`src/rtl/mdu.sv`:
```
`default_nettype none
// ==========================================================================
// mdu : iterative 32-bit multiply/divide unit producing the HI/LO pair
// Rev 1.0 : initial release
// ==========================================================================
module mdu (
    input  logic        clk,
    input  logic        rst_n,
    input  logic        start,
    input  logic [2:0]  op,
    input  logic [31:0] a,
    input  logic [31:0] b,
    output logic        busy,
    output logic        done,
    output logic [31:0] hi,
    output logic [31:0] lo
);

    localparam logic [2:0] c_OP_MTHI = 3'b100;
    localparam logic [2:0] c_OP_MTLO = 3'b101;
    localparam logic [5:0] c_LAST_ITER = 6'd31;

    typedef enum logic [1:0] {
        S_IDLE = 2'd0,
        S_RUN  = 2'd1,
        S_FIX  = 2'd2
    } state_t;

    state_t      r_state;
    state_t      w_next;
    logic [5:0]  r_cnt;
    logic [31:0] r_hw;
    logic [31:0] r_lw;
    logic [31:0] r_mc;
    logic [31:0] r_a;
    logic        r_div;
    logic        r_sgn;
    logic        r_sa;
    logic        r_sb;
    logic        r_bz;
    logic [31:0] r_hi;
    logic [31:0] r_lo;

    logic        w_accept;
    logic        w_sgn_in;
    logic [31:0] w_mag_a;
    logic [31:0] w_mag_b;
    logic [32:0] w_msum;
    logic [32:0] w_dshift;
    logic [32:0] w_ddiff;
    logic [63:0] w_prod;
    logic [63:0] w_prod_fix;
    logic [31:0] w_quo_fix;
    logic [31:0] w_rem_fix;

    assign w_accept = (r_state == S_IDLE) && start && !op[2];
    assign w_sgn_in = !op[0];
    assign w_mag_a  = (w_sgn_in && a[31]) ? -a : a;
    assign w_mag_b  = (w_sgn_in && b[31]) ? -b : b;

    // Multiply step: conditional add into the upper half, carry retained in bit 32
    assign w_msum   = {1'b0, r_hw} + (r_lw[0] ? {1'b0, r_mc} : 33'd0);
    // Divide step: remainder in r_hw, quotient shifting into r_lw
    assign w_dshift = {r_hw, r_lw[31]};
    assign w_ddiff  = w_dshift - {1'b0, r_mc};

    assign w_prod     = {r_hw, r_lw};
    assign w_prod_fix = (r_sgn && (r_sa ^ r_sb)) ? -w_prod : w_prod;
    assign w_quo_fix  = (r_sgn && (r_sa ^ r_sb)) ? -r_lw : r_lw;
    assign w_rem_fix  = (r_sgn && r_sa) ? -r_hw : r_hw;

    always_ff @(posedge clk or negedge rst_n) begin
        if (!rst_n) begin
            r_state <= S_IDLE;
        end else begin
            r_state <= w_next;
        end
    end

    always_comb begin
        w_next = r_state;
        busy   = 1'b0;
        done   = 1'b0;
        case (r_state)
            S_IDLE: begin
                if (w_accept) begin
                    w_next = S_RUN;
                end
            end
            S_RUN: begin
                busy = 1'b1;
                if (r_cnt == c_LAST_ITER) begin
                    w_next = S_FIX;
                end
            end
            S_FIX: begin
                busy   = 1'b1;
                done   = 1'b1;
                w_next = S_IDLE;
            end
            default: w_next = S_IDLE;
        endcase
    end

    always_ff @(posedge clk or negedge rst_n) begin
        if (!rst_n) begin
            r_cnt <= 6'd0;
            r_hw  <= 32'd0;
            r_lw  <= 32'd0;
            r_mc  <= 32'd0;
            r_a   <= 32'd0;
            r_div <= 1'b0;
            r_sgn <= 1'b0;
            r_sa  <= 1'b0;
            r_sb  <= 1'b0;
            r_bz  <= 1'b0;
            r_hi  <= 32'd0;
            r_lo  <= 32'd0;
        end else begin
            case (r_state)
                S_IDLE: begin
                    if (start && op == c_OP_MTHI) begin
                        r_hi <= a;
                    end
                    if (start && op == c_OP_MTLO) begin
                        r_lo <= a;
                    end
                    if (w_accept) begin
                        r_cnt <= 6'd0;
                        r_hw  <= 32'd0;
                        r_div <= op[1];
                        r_sgn <= w_sgn_in;
                        r_sa  <= a[31];
                        r_sb  <= b[31];
                        r_bz  <= (b == 32'd0);
                        r_a   <= a;
                        // Divide: dividend shifts out of r_lw; multiply: multiplier does
                        r_lw  <= op[1] ? w_mag_a : w_mag_b;
                        r_mc  <= op[1] ? w_mag_b : w_mag_a;
                    end
                end
                S_RUN: begin
                    r_cnt <= r_cnt + 6'd1;
                    if (r_div) begin
                        if (!w_ddiff[32]) begin
                            r_hw <= w_ddiff[31:0];
                            r_lw <= {r_lw[30:0], 1'b1};
                        end else begin
                            r_hw <= w_dshift[31:0];
                            r_lw <= {r_lw[30:0], 1'b0};
                        end
                    end else begin
                        r_hw <= w_msum[32:1];
                        r_lw <= {w_msum[0], r_lw[31:1]};
                    end
                end
                S_FIX: begin
                    if (!r_div) begin
                        r_hi <= w_prod_fix[63:32];
                        r_lo <= w_prod_fix[31:0];
                    end else if (r_bz) begin
                        r_hi <= r_a;
                        r_lo <= 32'hFFFF_FFFF;
                    end else begin
                        r_hi <= w_rem_fix;
                        r_lo <= w_quo_fix;
                    end
                end
                default: ;
            endcase
        end
    end

    assign hi = r_hi;
    assign lo = r_lo;

endmodule
`default_nettype wire
```
`config.mk`:
```
export PLATFORM = sky130hd
export DESIGN_NAME = mdu
export DESIGN_NICKNAME = d
export VERILOG_FILES = /design/src/rtl/mdu.sv
export SDC_FILE = /design/constraint.sdc
export NUM_CORES = 1
export LEC_CHECK = 0
export CORE_MARGIN = 5
export CORE_UTILIZATION = 35
export CTS_BUF_LIST = sky130_fd_sc_hd__clkbuf_16
export CTS_CLUSTER_DIAMETER = 50
export DETAILED_ROUTE_END_ITERATION = 16
export PLACE_DENSITY_LB_ADDON = 0.3
export SYNTH_ARGS = -nofsm -noshare
export SYNTH_HDL_FRONTEND = slang
export SYNTH_SLANG_ARGS = --single-unit
```
`constraint.sdc`:
```
create_clock -name clk -period 2.95 [get_ports clk]
set_input_delay 0.4425 -clock clk [delete_from_list [all_inputs] [get_ports clk]]
set_output_delay 0.4425 -clock clk [all_outputs]
set_load 0.005 [all_outputs]
```
### After elaboration in Yosys (flattened, before gate mapping)

Cells that the tools add are included.

* flip-flop bits (word level): 205
* bits in latches: 0
* bits in writable memories: 0
* memory bits (read-only): 0
* bits of input ports: 70
* output and inout port bits: 66
* memories kept: 0

* add/subtract/negate cells: 8
* multipliers: 0
* divide/modulo/power cells: 0
* order comparisons: 0
* equal/unequal tests: 9
* shift-type cells: 0
* mux-type cells: 31
* bitwise gates (word level): 1
* reduce and logical (&&, ||, !) cells: 20

Operators with widths (number)
* 32-bit 2-to-1 mux: 18
* 32-bit one-hot mux with 2 select lines: 4
* 32-bit negator: 4
* 64-bit 2-to-1 mux: 1
* 64-bit negator: 1
* 32-bit by 32-bit adder with 33-bit output: 1
* 33-bit by 32-bit subtractor with 33-bit output: 1
* 32-bit logical NOT: 1
* 6-bit one-hot mux with 2 select lines: 1
* 2-bit AND reduction: 5
* 1-bit logical AND: 8
* 6-bit by 1-bit adder with 6-bit output (second input constant): 1
* 3-bit == test (second input constant): 2
* 6-bit by 5-bit == test with 1-bit output (second input constant): 1
* 6-bit 2-to-1 mux: 1
* 2-bit 2-to-1 mux: 2
* 2-bit by 1-bit != test with 1-bit output (second input constant): 2
* 2-bit != test (second input constant): 2
* 2-bit one-hot mux with 2 select lines: 1
* 2-bit nonzero test: 2
* 1-bit 2-to-1 mux: 3
* 2-bit by 1-bit == test with 1-bit output (second input constant): 1
* 2-bit == test (second input constant): 1
* 1-bit logical NOT: 2
* 3 further kinds: 3

### Longest topological paths before layout

* word-level depth: 6
* mapped depth: 14
* mapped depth without buffers: 13

### Worst setup path before layout

OpenSTA, ideal clock, no wires.

* kind: register to register
* from: register r_lw[0]
* to: register r_hw[27]
* arrival: 3.002 ns
* data required time: 2.851 ns
* slack: -0.152 ns
* cell stages (with the launch flop): 15
* path buffers: 2
* cells stage by stage: dfrtp_1 > inv_1 > clkbuf_1 > nor2_1 > ha_1 > clkbuf_1 > a21o_1 > a21o_1 > a21oi_1 > and2_1 > a211oi_1 > or2_1 > a311o_1 > a22o_1 > a311oi_1

* longest elaborated chain between the ends: 4

RTL lines
* from (decl): line 33 `logic [31:0] r_lw;`
* from (signal assigned): line 138 `r_lw <= op[1] ? w_mag_a : w_mag_b;`
* from (signal assigned): line 147 `r_lw <= {r_lw[30:0], 1'b1};`
* from (signal assigned): line 150 `r_lw <= {r_lw[30:0], 1'b0};`
* 32-bit 2-to-1 mux: line 62 `assign w_msum = {1'b0, r_hw} + (r_lw[0] ? {1'b0, r_mc} : 33'd0);`
* 32-bit by 32-bit adder with 33-bit output: line 62
* 32-bit 2-to-1 mux: line 144 `if (r_div) begin`
* 32-bit one-hot mux with 2 select lines: line 120 `case (r_state)`
* to (signal assigned): line 146 `r_hw <= w_ddiff[31:0];`
* to (signal assigned): line 149 `r_hw <= w_dshift[31:0];`
* to (signal assigned): line 153 `r_hw <= w_msum[32:1];`
* to (decl): line 32 `logic [31:0] r_hw;`

Every way passes these cells.
A chain may end at the register's enable or synchronous reset.

### Final worst setup path

Ends and elaborated chain as after synthesis.

==> flow_summary.yaml <==
run_status:
  run_status: "complete, but fails checks"
  failed_checks: "negative setup slack"
worst_setup_path:
  critical-path-max-stage-delay_ns: 0.44
  critical_path.startpoint_type: "flop"
  worstSetupEndpointType: "flop"
  crit_chain: "buf_6 -> and2_4 -> ha_4 -> inv_2 -> fa_2 -> nor2b_4 -> o31ai_4 -> a21oi_4 -> o21ai_4 -> a211oi_4 -> or2_1 -> a311o_1 -> a22o_1 -> a311oi_2"
  worst_ep_arrival_time_ns: 3.57
  critical-path-slowest-cell: "sky130_fd_sc_hd__dfrtp_2"
  required_time_at_the_worst_slack_endpoint_ns: 3.42
  path_max_fanout: 3
  critPathTopFamily: "compound AO/OA/AOI/OAI gates"
  crit_type: "reg -> reg"
  timing.critical_path.buf_inv: 2
final_layout:
  areaGrowthSynthToFinish_pct: 44.2
  num-fill-cells: 4792
  post_route_cells_drive_above_1_share: 0.300
  diodes: 0
  utilization: 0.508
  finalNetCount: 2856
  final_cells: 3405
global_routing:
  gr-max-usage-layer: "met2"
  largest_net_degree_at_the_start_of_global_routing: 104
  initial_antenna_violation_count: 1
  grt_pass1_vias: 19000
  grt_first_pass_wirelength_um: 112000
  met3_usage: 0.0389
  grt_use_met1: 0.357
  global_router_s_overall_resource_usage: 0.264
  global_route.overflow_total: 0
  met2_usage: 0.433
synthesis:
  netlist_area_um2: 17600
  syn_inst: 2228
  synth_top_area_cell: "sky130_fd_sc_hd__dfrtp_1"
  post-synth-top-count-cell: "sky130_fd_sc_hd__a21oi_1"
  synth_fp_nets: 2373
  synth.yosys.seq_area_share: 0.291
  postSynthRegisterBits: 204
  synth_top_cell_area_share: 0.291
  synth_top_cells_by_area: "sky130_fd_sc_hd__dfrtp_1, sky130_fd_sc_hd__a21oi_1, sky130_fd_sc_hd__xnor2_1"
  post_synth.cell_area_avg_um2: 7.88
  primary_flip_flop_cell_chosen_by_synthesis_mapping: "sky130_fd_sc_hd__dfrtp_1"
  synth-edff-count: 0
  asyncSetResetFlopFracSynth: 1.00
  yosysWarnings: 0
  synthDistinctLibCells: 77
  synthTopCellsByCount: "sky130_fd_sc_hd__a21oi_1, sky130_fd_sc_hd__nor2_1, sky130_fd_sc_hd__nand2_1"
clock_tree:
  cts_buffers: 29
  tritoncts: "built"
  clkLatencyLatePin_ns: 0.58
  clk_transition_reported_paths_ns: 0.06
  clk_path_buf_depth: 3
  root_buffer: "sky130_fd_sc_hd__clkbuf_16"
  htreeDepth: 1
  numClockSinks: 204
die:
  die_height_um: 234
  io_pins: 136
  core_region_area_um2: 49900
  die_width_um: 234
  floorplan.die_area_um2: 54800
  placementRows: 82
  floorplan.initialDensity: 0.352
timing:
  final_hold_violating_endpoints: 0
  max_slew_margin: 0.474
  rsz0062_at_grt: "yes"
  final.setup.worst_slack_ns: -0.150
  max_clock_freq_mhz: 323
  setup_violations: 6
  finalClockSkew_ns: 0.0207
  maxSlewViolCount: 0
  post-route-period-util: 1.05
  final_period_minus_worst_setup_slack_ns: 3.10
  worst_pin_slew_ns: 0.786
power_and_ir_drop:
  static-leakage-power_uw: 0.0112
  powerDensity_nw_per_um2: 1140
  vdd_ir_drop_max_uv: 631
routing:
  num_vias: 19300
  drt-pass1-iter-count: 5
  wl_per_cell_um: 22.2
  remaining_drc_errors: 0
  finalWirelength_um: 75600
  antenna_violating_nets_post_route: 0
  detail_route.vias_per_cell: 5.68
  drt-initial-drc-count: 1530
placement:
  dp_hpwl_um: 57400
  place.port_buffers: 135
  place.detailed.instances: 3297
  place.gp.congestion: 0.949
hold_path:
  hold_path.class: "in -> reg"
run:
  cap_violations: 0
[metal layers]
| metal | vias to the layer above | part of all wire |
|---|---|---|
| met1 | 9404 | 0.41 |
| li1 | 9013 | - |
| met3 | 174 | 0.076 |
| met4 | 0 | 0.043 |
| met5 | - | 0 |
| met2 | 747 | 0.47 |
[repair_timing]
item / CTS / global route
pin swaps: 85 / 100
hold buffers: 1 / 0
endpoints found under the setup margin: 55 / 63
cloned: 4 / 0
buffers inserted: 33 / 28
hold endpoints to repair: 52 / 0
resized for setup: 187 / 118
[worst paths after layout]
path,start,endpoint,slack (ns),cells after the start
setup reg to reg,r_lw[0],r_hw[27],-0.15,14
min in group asynchronous,rst_n,r_mc[11],0.44,2
hold / removal,op[1],r_mc[12],0.37,3
max in group asynchronous,rst_n,r_mc[13],1.61,3
hold reg to reg,lo[0],lo[0],0.48,2
setup / recovery,r_lw[0],r_hw[27],-0.15,14
[cells by family (layout without fill, tap and decap cells)]
family          after synthesis  in the layout  share of synthesized area
fa+ha+maj                    75             75                     0.0543
mux                         110            110                     0.0667
simple gates                681            681                      0.183
compound gates              718            718                      0.252
buf+inv                     237            742                     0.0521
xor+xnor                    203            203                      0.101
flops                       204            204                      0.291
[sequential cells by signal, indices dropped and copies added (netlist names)]
signal	cells
r_div	1
lo	32
r_a	32
r_sgn	1
hi	32
r_hw	32
r_sb	1
r_mc	32
r_cnt	6
r_bz	1
r_state	2
r_lw	32
[layout make-up]
type / instances / area, um^2 / area share
timing repair buffer: 617 / 5260 / 0.207
multi-input combinational: 1787 / 12900 / 0.507
clock inverter: 24 / 263 / 0.0104
sequential: 204 / 5120 / 0.202
inverter: 72 / 280 / 0.0111
tap: 672 / 841 / 0.0332
clock buffer: 29 / 726 / 0.0286
[report_power, final]
part	switching (uW)	leakage [uW]	internal, uW
combinational	10600	0.00813	9600
sequential	1080	0.00253	3950
clock	1510	0.000487	2110
[worst reg2reg max path, cell delays in order, from the launching register on]
cell and delay, ns:
sky130_fd_sc_hd__dfrtp_2 0.44, sky130_fd_sc_hd__buf_6 0.13, sky130_fd_sc_hd__and2_4 0.13, sky130_fd_sc_hd__ha_4 0.15, sky130_fd_sc_hd__inv_2 0.05, sky130_fd_sc_hd__fa_2 0.23
sky130_fd_sc_hd__nor2b_4 0.06, sky130_fd_sc_hd__o31ai_4 0.26, sky130_fd_sc_hd__a21oi_4 0.11, sky130_fd_sc_hd__o21ai_4 0.24, sky130_fd_sc_hd__a211oi_4 0.11, sky130_fd_sc_hd__or2_1 0.23
sky130_fd_sc_hd__a311o_1 0.29, sky130_fd_sc_hd__a22o_1 0.28, sky130_fd_sc_hd__a311oi_2 0.28
[per-stage QoR]
step                total power [uW]  hold slack [ns]  setup WS, ns  cell area, um^2  setup TNS, ns
floorplan                      14800            0.147       -0.0223            17600        -0.0593
global placement               21700            0.463        -0.670            22500         -27.66
detailed placement             22000            0.466        -0.688            22500         -29.15
CTS                            27600            0.335        -0.180            24600         -0.596
global route                   30600            0.406        -0.235            25300          -1.65
finish                         28900            0.366        -0.150            25300         -0.427
[placed cells by master (no fill, tap or decap), drive strengths merged, types with 15 or more instances in the layout]
master,instances
a211oi,39
a21o,53
a21oi,223
a31oi,23
and3,22
buf,482
clkbuf,30
clkdlybuf4s50,131
dfrtp,204
ha,73
inv,83
mux2,56
mux2i,54
nand2,217
nand2b,16
nand3,24
nand4,21
nor2,219
nor2b,15
nor3,45
nor4,28
o211ai,29
o21ai,189
o221ai,19
o22ai,34
o31ai,28
or3,18
or4,19
xnor2,109
xor2,94
Power figures use the tool's default switching activity.
